$ cat config.mk
export PLATFORM = sky130hd
export DESIGN_NAME = prio_scan_encoder
export DESIGN_NICKNAME = d
export VERILOG_FILES = /design/src/rtl/prio_scan_encoder.sv
export SDC_FILE = /design/constraint.sdc
export NUM_CORES = 1
export LEC_CHECK = 0
export ABC_AREA = 1
export CAP_MARGIN = 20
export CORE_ASPECT_RATIO = 0.75
export CORE_MARGIN = 3
export CORE_UTILIZATION = 38
export DETAILED_ROUTE_END_ITERATION = 7
export GPL_ROUTABILITY_DRIVEN = 0
export PLACE_DENSITY = 0.77
export SKIP_CTS_REPAIR_TIMING = 1
export SKIP_LAST_GASP = 1
export SYNTH_ARGS = -nofsm -noshare
export SYNTH_HDL_FRONTEND = slang
export SYNTH_SLANG_ARGS = --single-unit
export TNS_END_PERCENT = 50
$ cat constraint.sdc
create_clock -name clk -period 1.5 [get_ports clk]
set_input_delay 0.3 -clock clk [delete_from_list [all_inputs] [get_ports clk]]
set_output_delay 0.3 -clock clk [all_outputs]
set_load 0.05 [all_outputs]
$ cat src/rtl/prio_scan_encoder.sv
// prio_scan_encoder: captures a request vector and hands out the index of
// every set bit, one per valid/ready handshake, in priority order.
//
// Handshake rules: on the output side a transfer happens at a rising edge
// where op_valid=1 and out_ready=1; op/last/op_valid are held stable while
// op_valid=1 and out_ready=0. On the input side a capture happens at a rising
// edge where load=1 and in_ready=1; load is simply ignored otherwise.
module prio_scan_encoder #(
  parameter int WIDTH     = 8,
  parameter int MSB_FIRST = 1,
  localparam int IDXW     = $clog2(WIDTH)
) (
  input  logic            clk,
  input  logic            rst_n,
  input  logic            en,
  input  logic            load,
  input  logic [WIDTH-1:0] a,
  output logic            in_ready,
  output logic [IDXW-1:0] op,
  output logic            op_valid,
  input  logic            out_ready,
  output logic            last,
  output logic            none,
  output logic [IDXW:0]   count,
  output logic            dbg_state
);

  typedef enum logic {
    IDLE = 1'b0,
    SCAN = 1'b1
  } state_t;

  state_t           state, state_next;
  logic [WIDTH-1:0] pending, pending_next;
  logic [IDXW:0]    count_next;
  logic             none_next;
  logic             single_bit;
  logic             capture;
  logic             handshake;

  // Priority encoding of the pending set; pending is zero in IDLE so op reads 0.
  always_comb begin
    op = '0;
    if (MSB_FIRST != 0) begin
      for (int i = 0; i < WIDTH; i++) begin
        if (pending[i]) op = IDXW'(i);
      end
    end else begin
      for (int i = WIDTH - 1; i >= 0; i--) begin
        if (pending[i]) op = IDXW'(i);
      end
    end
  end

  // Next-state and handshake logic; a capture takes precedence over the drain
  // of the final bit so back-to-back vectors need no bubble.
  always_comb begin
    state_next   = state;
    pending_next = pending;
    count_next   = count;
    none_next    = 1'b0;
    single_bit   = (pending != '0) && ((pending & (pending - WIDTH'(1))) == '0);
    op_valid     = en & (state == SCAN);
    last         = (state == SCAN) & single_bit;
    in_ready     = en & ((state == IDLE) | (op_valid & out_ready & last));
    capture      = in_ready & load;
    handshake    = op_valid & out_ready;
    if (capture) begin
      count_next = '0;
      if (a != '0) begin
        pending_next = a;
        state_next   = SCAN;
      end else begin
        pending_next = '0;
        state_next   = IDLE;
        none_next    = 1'b1;
      end
    end else if (handshake) begin
      pending_next = pending & ~(WIDTH'(1) << op);
      count_next   = count + (IDXW + 1)'(1);
      if (last) state_next = IDLE;
    end
  end

  // State register with synchronous active-low reset.
  always_ff @(posedge clk) begin
    if (!rst_n) begin
      state   <= IDLE;
      pending <= '0;
      count   <= '0;
      none    <= 1'b0;
    end else begin
      state   <= state_next;
      pending <= pending_next;
      count   <= count_next;
      none    <= none_next;
    end
  end

  assign dbg_state = (state == SCAN);

endmodule

Word level (Yosys, flattened, before mapping)
Index checks and enable logic that the tools add are counted.
- add/subtract/negate cells: 2
- shifts and indexed selects: 1
- mux-type cells: 15
- bitwise logic cells: 12
- reductions and logical operators: 9
- operators by type and width (cell ; count):
    8-bit 2-to-1 mux ; 3
    8-bit AND ; 2
    8-bit nonzero test ; 2
    3-bit 2-to-1 mux ; 4
    8-bit zero test ; 1
    8-bit NOT ; 1
    1-bit by 3-bit left shift with 8-bit output, first input constant ; 1
    8-bit by 1-bit subtractor with 8-bit output, second input constant ; 1
    1-bit AND ; 6
    1-bit 2-to-1 mux ; 6
    4-bit by 1-bit adder with 4-bit output, second input constant ; 1
    2-bit 2-to-1 mux ; 2
    2-bit AND reduction ; 2
    2-bit nonzero test ; 2
    1-bit NOT ; 2
    2-bit OR reduction ; 1
    1-bit logical AND ; 1
    1-bit OR ; 1
- register bits: 14
- output and inout bits: 12

Longest topological paths before layout
- depth in word-level cells: 12
- gate-level depth with buffers: 11

Worst setup path before layout
Ideal clock, no wire load.
- kind: register to register
- start point: reg pending[4]
- end point: reg pending[0]
- setup time: 0.061 ns
- data arrival time: 2.340 ns
- data required time: 1.439 ns
- setup slack: -0.900 ns
- cell stages (with the launch flop): 9
- buffers on the path: 0
- cells stage by stage: dfxtp_1 > nor2_1 > inv_1 > o21ai_0 > or2_2 > nor2_1 > a21boi_0 > nand3_1 > nand2_1
- elaborated cells on any way between the ends: 20
- RTL lines (item ; line ; source):
    start, declared ; 34 ; logic [WIDTH-1:0] pending, pending_next;
    start signal, assigned ; 94 ; pending <= pending_next;
    3-bit 2-to-1 mux (4 in series) ; 46 ; if (pending[i]) op = IDXW'(i);
    named net op[1] ; 19 ; output logic [IDXW-1:0] op,
    1-bit by 3-bit left shift with 8-bit output ; 79 ; pending_next = pending & ~(WIDTH'(1) << op);
    8-bit NOT ; 79 ;
    8-bit AND ; 79 ;
    8-bit 2-to-1 mux ; 78 ; end else if (handshake) begin
    8-bit 2-to-1 mux ; 68 ; if (capture) begin
The timed path passes the listed nets, and every way through them passes these cells. The select of a mux whose other input is x is not followed.
A chain may end at the register's enable or synchronous reset.

Final worst setup path
- start point: reg pending[0]
- end point: out in_ready
- longest elaborated chain between the ends: 8
- elaborated cells on any way between the ends: 9
- ends and longest elaborated chain (item ; line ; source):
    8-bit by 1-bit subtractor with 8-bit output ; 62 ; single_bit = (pending != '0) && ((pending & (pending - WIDTH'(1))) == '0);
    8-bit AND ; 62 ;
    8-bit zero test ; 62 ;
    1-bit logical AND * ; 62 ;
    1-bit AND * ; 64 ; last = (state == SCAN) & single_bit;
    1-bit AND * ; 65 ; in_ready = en & ((state == IDLE) | (op_valid & out_ready & last));
    1-bit OR * ; 65 ;
    1-bit AND * ; 65 ;
    end, declared ; 18 ; output logic in_ready,
Mark *: on every way between the ends. The rest lies on a longest branch, timed or not.

==> metrics.md <==
| Metric | Value |
|---|---|
| Metal3 WL | `approximately 160 um` |
| Port bufs | `24` |
| DIE AREA | `between 0.002 and 0.003 mm2` |
| H-tree depth | `1` |
| ANT nets after route | `0` |
| Buf/Inv on CP | `1` |
| Crit start category | `register` |
| Hold Path Class | `register to register` |
| Fin crit share | `1.32` |
| Max-slew violations | `0` |
| Failing checks | `setup timing` |
| P&R area growth vs syn | `85.2%` |
| Post-place instance area | `about 0.0015 mm2` |
| Syn_area_per_cell | `between 6 and 7 um2` |
| Io pins | `25` |
| Leak | `approximately 0.00073 uW` |
| Top FF cell, synth | `dfxtp_1` |
| DRT Pass-1 Iters | `4` |
| DR iter-0 viols | `27` |
| DRT met1 WL | `~1.2 mm` |
| Register bit total from synthesis | `14` |
| Area of the multi-input gates | `572 um2` |
| Initial antenna violation count | `0` |
| Setup_tns | `-3.87 ns` |
| Maximum VDD drop | `approximately 0.49 mV` |
| Most frequent cells in the layout | `buf_4 (29), nand2_1 (21), inv_1 (14), nor2_1 (14), clkdlybuf4s50_1 (12)` |
| CTS tree | `built` |
| Layout Nets | `slightly below 200` |
| Net Count, Synth | `141` |
| Endpoint class of the critical path | `output port` |
| Pwr/cell area | `roughly 710 mW/mm2` |
| CTS sink cnt | `14` |
| Post-synthesis sequential area ratio | `0.331` |
| CTS clock-pin slew for the worst setup and hold paths | `~0.09 ns` |
| Wire length on met2 | `between 1 and 1.5 mm` |
| ANT cells | `0` |
| Root Buffer | `clkbuf_4` |
| Crit path DAT | `about 1.7 ns` |
| Starting Density | `0.413` |
| Mapped Area | `around 850 um2` |
| Fill cells | `121` |
| Seq. cell area | `about 300 um2` |
| Final cell utilization of the core | `0.764` |
| Die width | `roughly 60 um` |
| Layout cell share with drive strength beyond 1 | `0.450` |
| CP top delay family | `simple AND/OR/NAND/NOR gates` |
| All-layer global routing usage | `0.218` |
| Inserted Clock Buffers | `3` |
| CP peak stage delay | `0.37 ns` |
| Place WS | `-0.372 ns` |
| Vias in the first global route | `about 1000` |
| Std-Cell Rows | `14` |
| First-pass GRT wire length | `about 4.4 mm` |
| Relative slew margins | `0.713` |
| Fin worst setup slack | `-0.474 ns` |
| CP cell instances | `o21ai_0, nand3_1, nor2_2, nand3_2, a21oi_4, buf_12` |
| Async SR Flop Fraction | `0` |
| DRC Markers | `0` |
| Yosys cell types | `25` |
| Critical path class | `register to output port` |
| R2r setup slk | `-0.22 ns` |
| RSZ-0062 raised after global routing | `yes` |
| Grt total ovfl | `0` |
| Post-synth EDFFs | `0` |
| DPL Wire Length | `2.15 mm` |
| CP Max Fanout | `4` |
| Routed length per instance | `14.1 um` |
| Core area | `0.00205 mm2` |
| Finished Cell Area | `0.00157 mm2` |
| CTS Buffer Depth | `2` |
| Synthesis warning total | `0` |
| Hold Violations, Final | `0` |
| Max frequency | `0.506 GHz` |
| Final wirelength | `roughly 2.9 mm` |
| Slowest CP cell | `dfxtp_4` |
| Min Tclk post-route | `about 2.0 ns` |
| Max-cap check violation count | `0` |
| Endpoints failing setup | `20` |
| DR top layer | `met4` |
| Post-Synthesis Cells | `roughly 130` |
| Commonest non-fill, non-tap cell in the layout | `buf_4` |
| Status | `finished, violations left` |
| CP required | `between 1 and 1.5 ns` |
| DR vias/cell | `slightly above 5` |
| Clk Latency, worst-skew pair | `0.29 ns` |
| Worst-margin pin slew | `between 0.4 and 0.5 ns` |
| Skew final | `0.000243 ns` |
| Die Y-Extent | `between 40 and 50 um` |
| Via count | `~1000` |
| Largest net degree at the start of global routing | `11` |
-- path summary, 6_finish.rpt --
check,startpoint,endpoint,cells past startpoint
worst max-delay path,pending[0]$_SDFFE_PN0P_,in_ready,6
worst min-delay path,count[1]$_SDFFE_PP0P_,count[1]$_SDFFE_PP0P_,2
worst max register to register,pending[0]$_SDFFE_PN0P_,pending[6]$_SDFFE_PN0P_,9
worst min register to register,count[1]$_SDFFE_PP0P_,count[1]$_SDFFE_PP0P_,2
-- layout make-up --
cell class                 count  area share
timing repair buffer          52       0.356
tap                           24      0.0192
clock buffer                   4      0.0168
inverter                      19      0.0503
multi-input combinational     91       0.365
sequential                    14       0.192
-- worst min-delay path, stage by stage, from the launching register on --
cell and delay, ns:
dfxtp_1 0.38, nand2_1 0.09, a21oi_1 0.06
-- logic make-up (layout without fill, tap and decap cells) --
family,count (synthesis),in the layout,synth area share
simple gates,72,72,0.408
buf+inv,22,75,0.0976
compound gates,15,15,0.117
flops,14,14,0.331
xor+xnor,3,3,0.0311
fa+ha+maj,1,1,0.0148
-- layer usage --
layer  vias to the layer above  track usage
met5                         -            0
met3                         7       0.0522
met4                         0       0.0866
li1                        517            -
met1                       483        0.263
met2                        36        0.381
-- power by group --
group / internal, uW / total (uW) / switching [uW]
clock network: 104 / 235 / 131
logic: 223 / 467 / 244
registers: 384 / 405 / 20.3
-- state kept, by name (all words and copies together), names as in the netlist --
register,flops
count,4
pending,8
dbg_state,1
none,1
-- cells in the mapped netlist, types with 3 or more instances --
cell / count / area [um2]
nor2_1: 19 / 71.3
clkbuf_1: 3 / 11.3
o21ai_0: 4 / 20.0
nand3_1: 9 / 45.0
nand2_2: 4 / 25.0
nand2_1: 24 / 90.1
nand4_1: 9 / 56.3
xor2_1: 3 / 26.3
a21oi_1: 5 / 25.0
dfxtp_1: 14 / 280
inv_1: 17 / 63.8
-- metrics by stage --
| step | cells | total power [uW] | hold slack (ns) |
|---|---|---|---|
| after floorplan | 127 | 622 | 0.451 |
| after global placement | 196 | 830 | 0.521 |
| after detailed placement | 196 | 843 | 0.562 |
| after CTS | 200 | 1070 | 0.575 |
| after global routing | 204 | 1160 | 0.610 |
| final | 204 | 1110 | 0.567 |
Power figures use the tool's default switching activity.
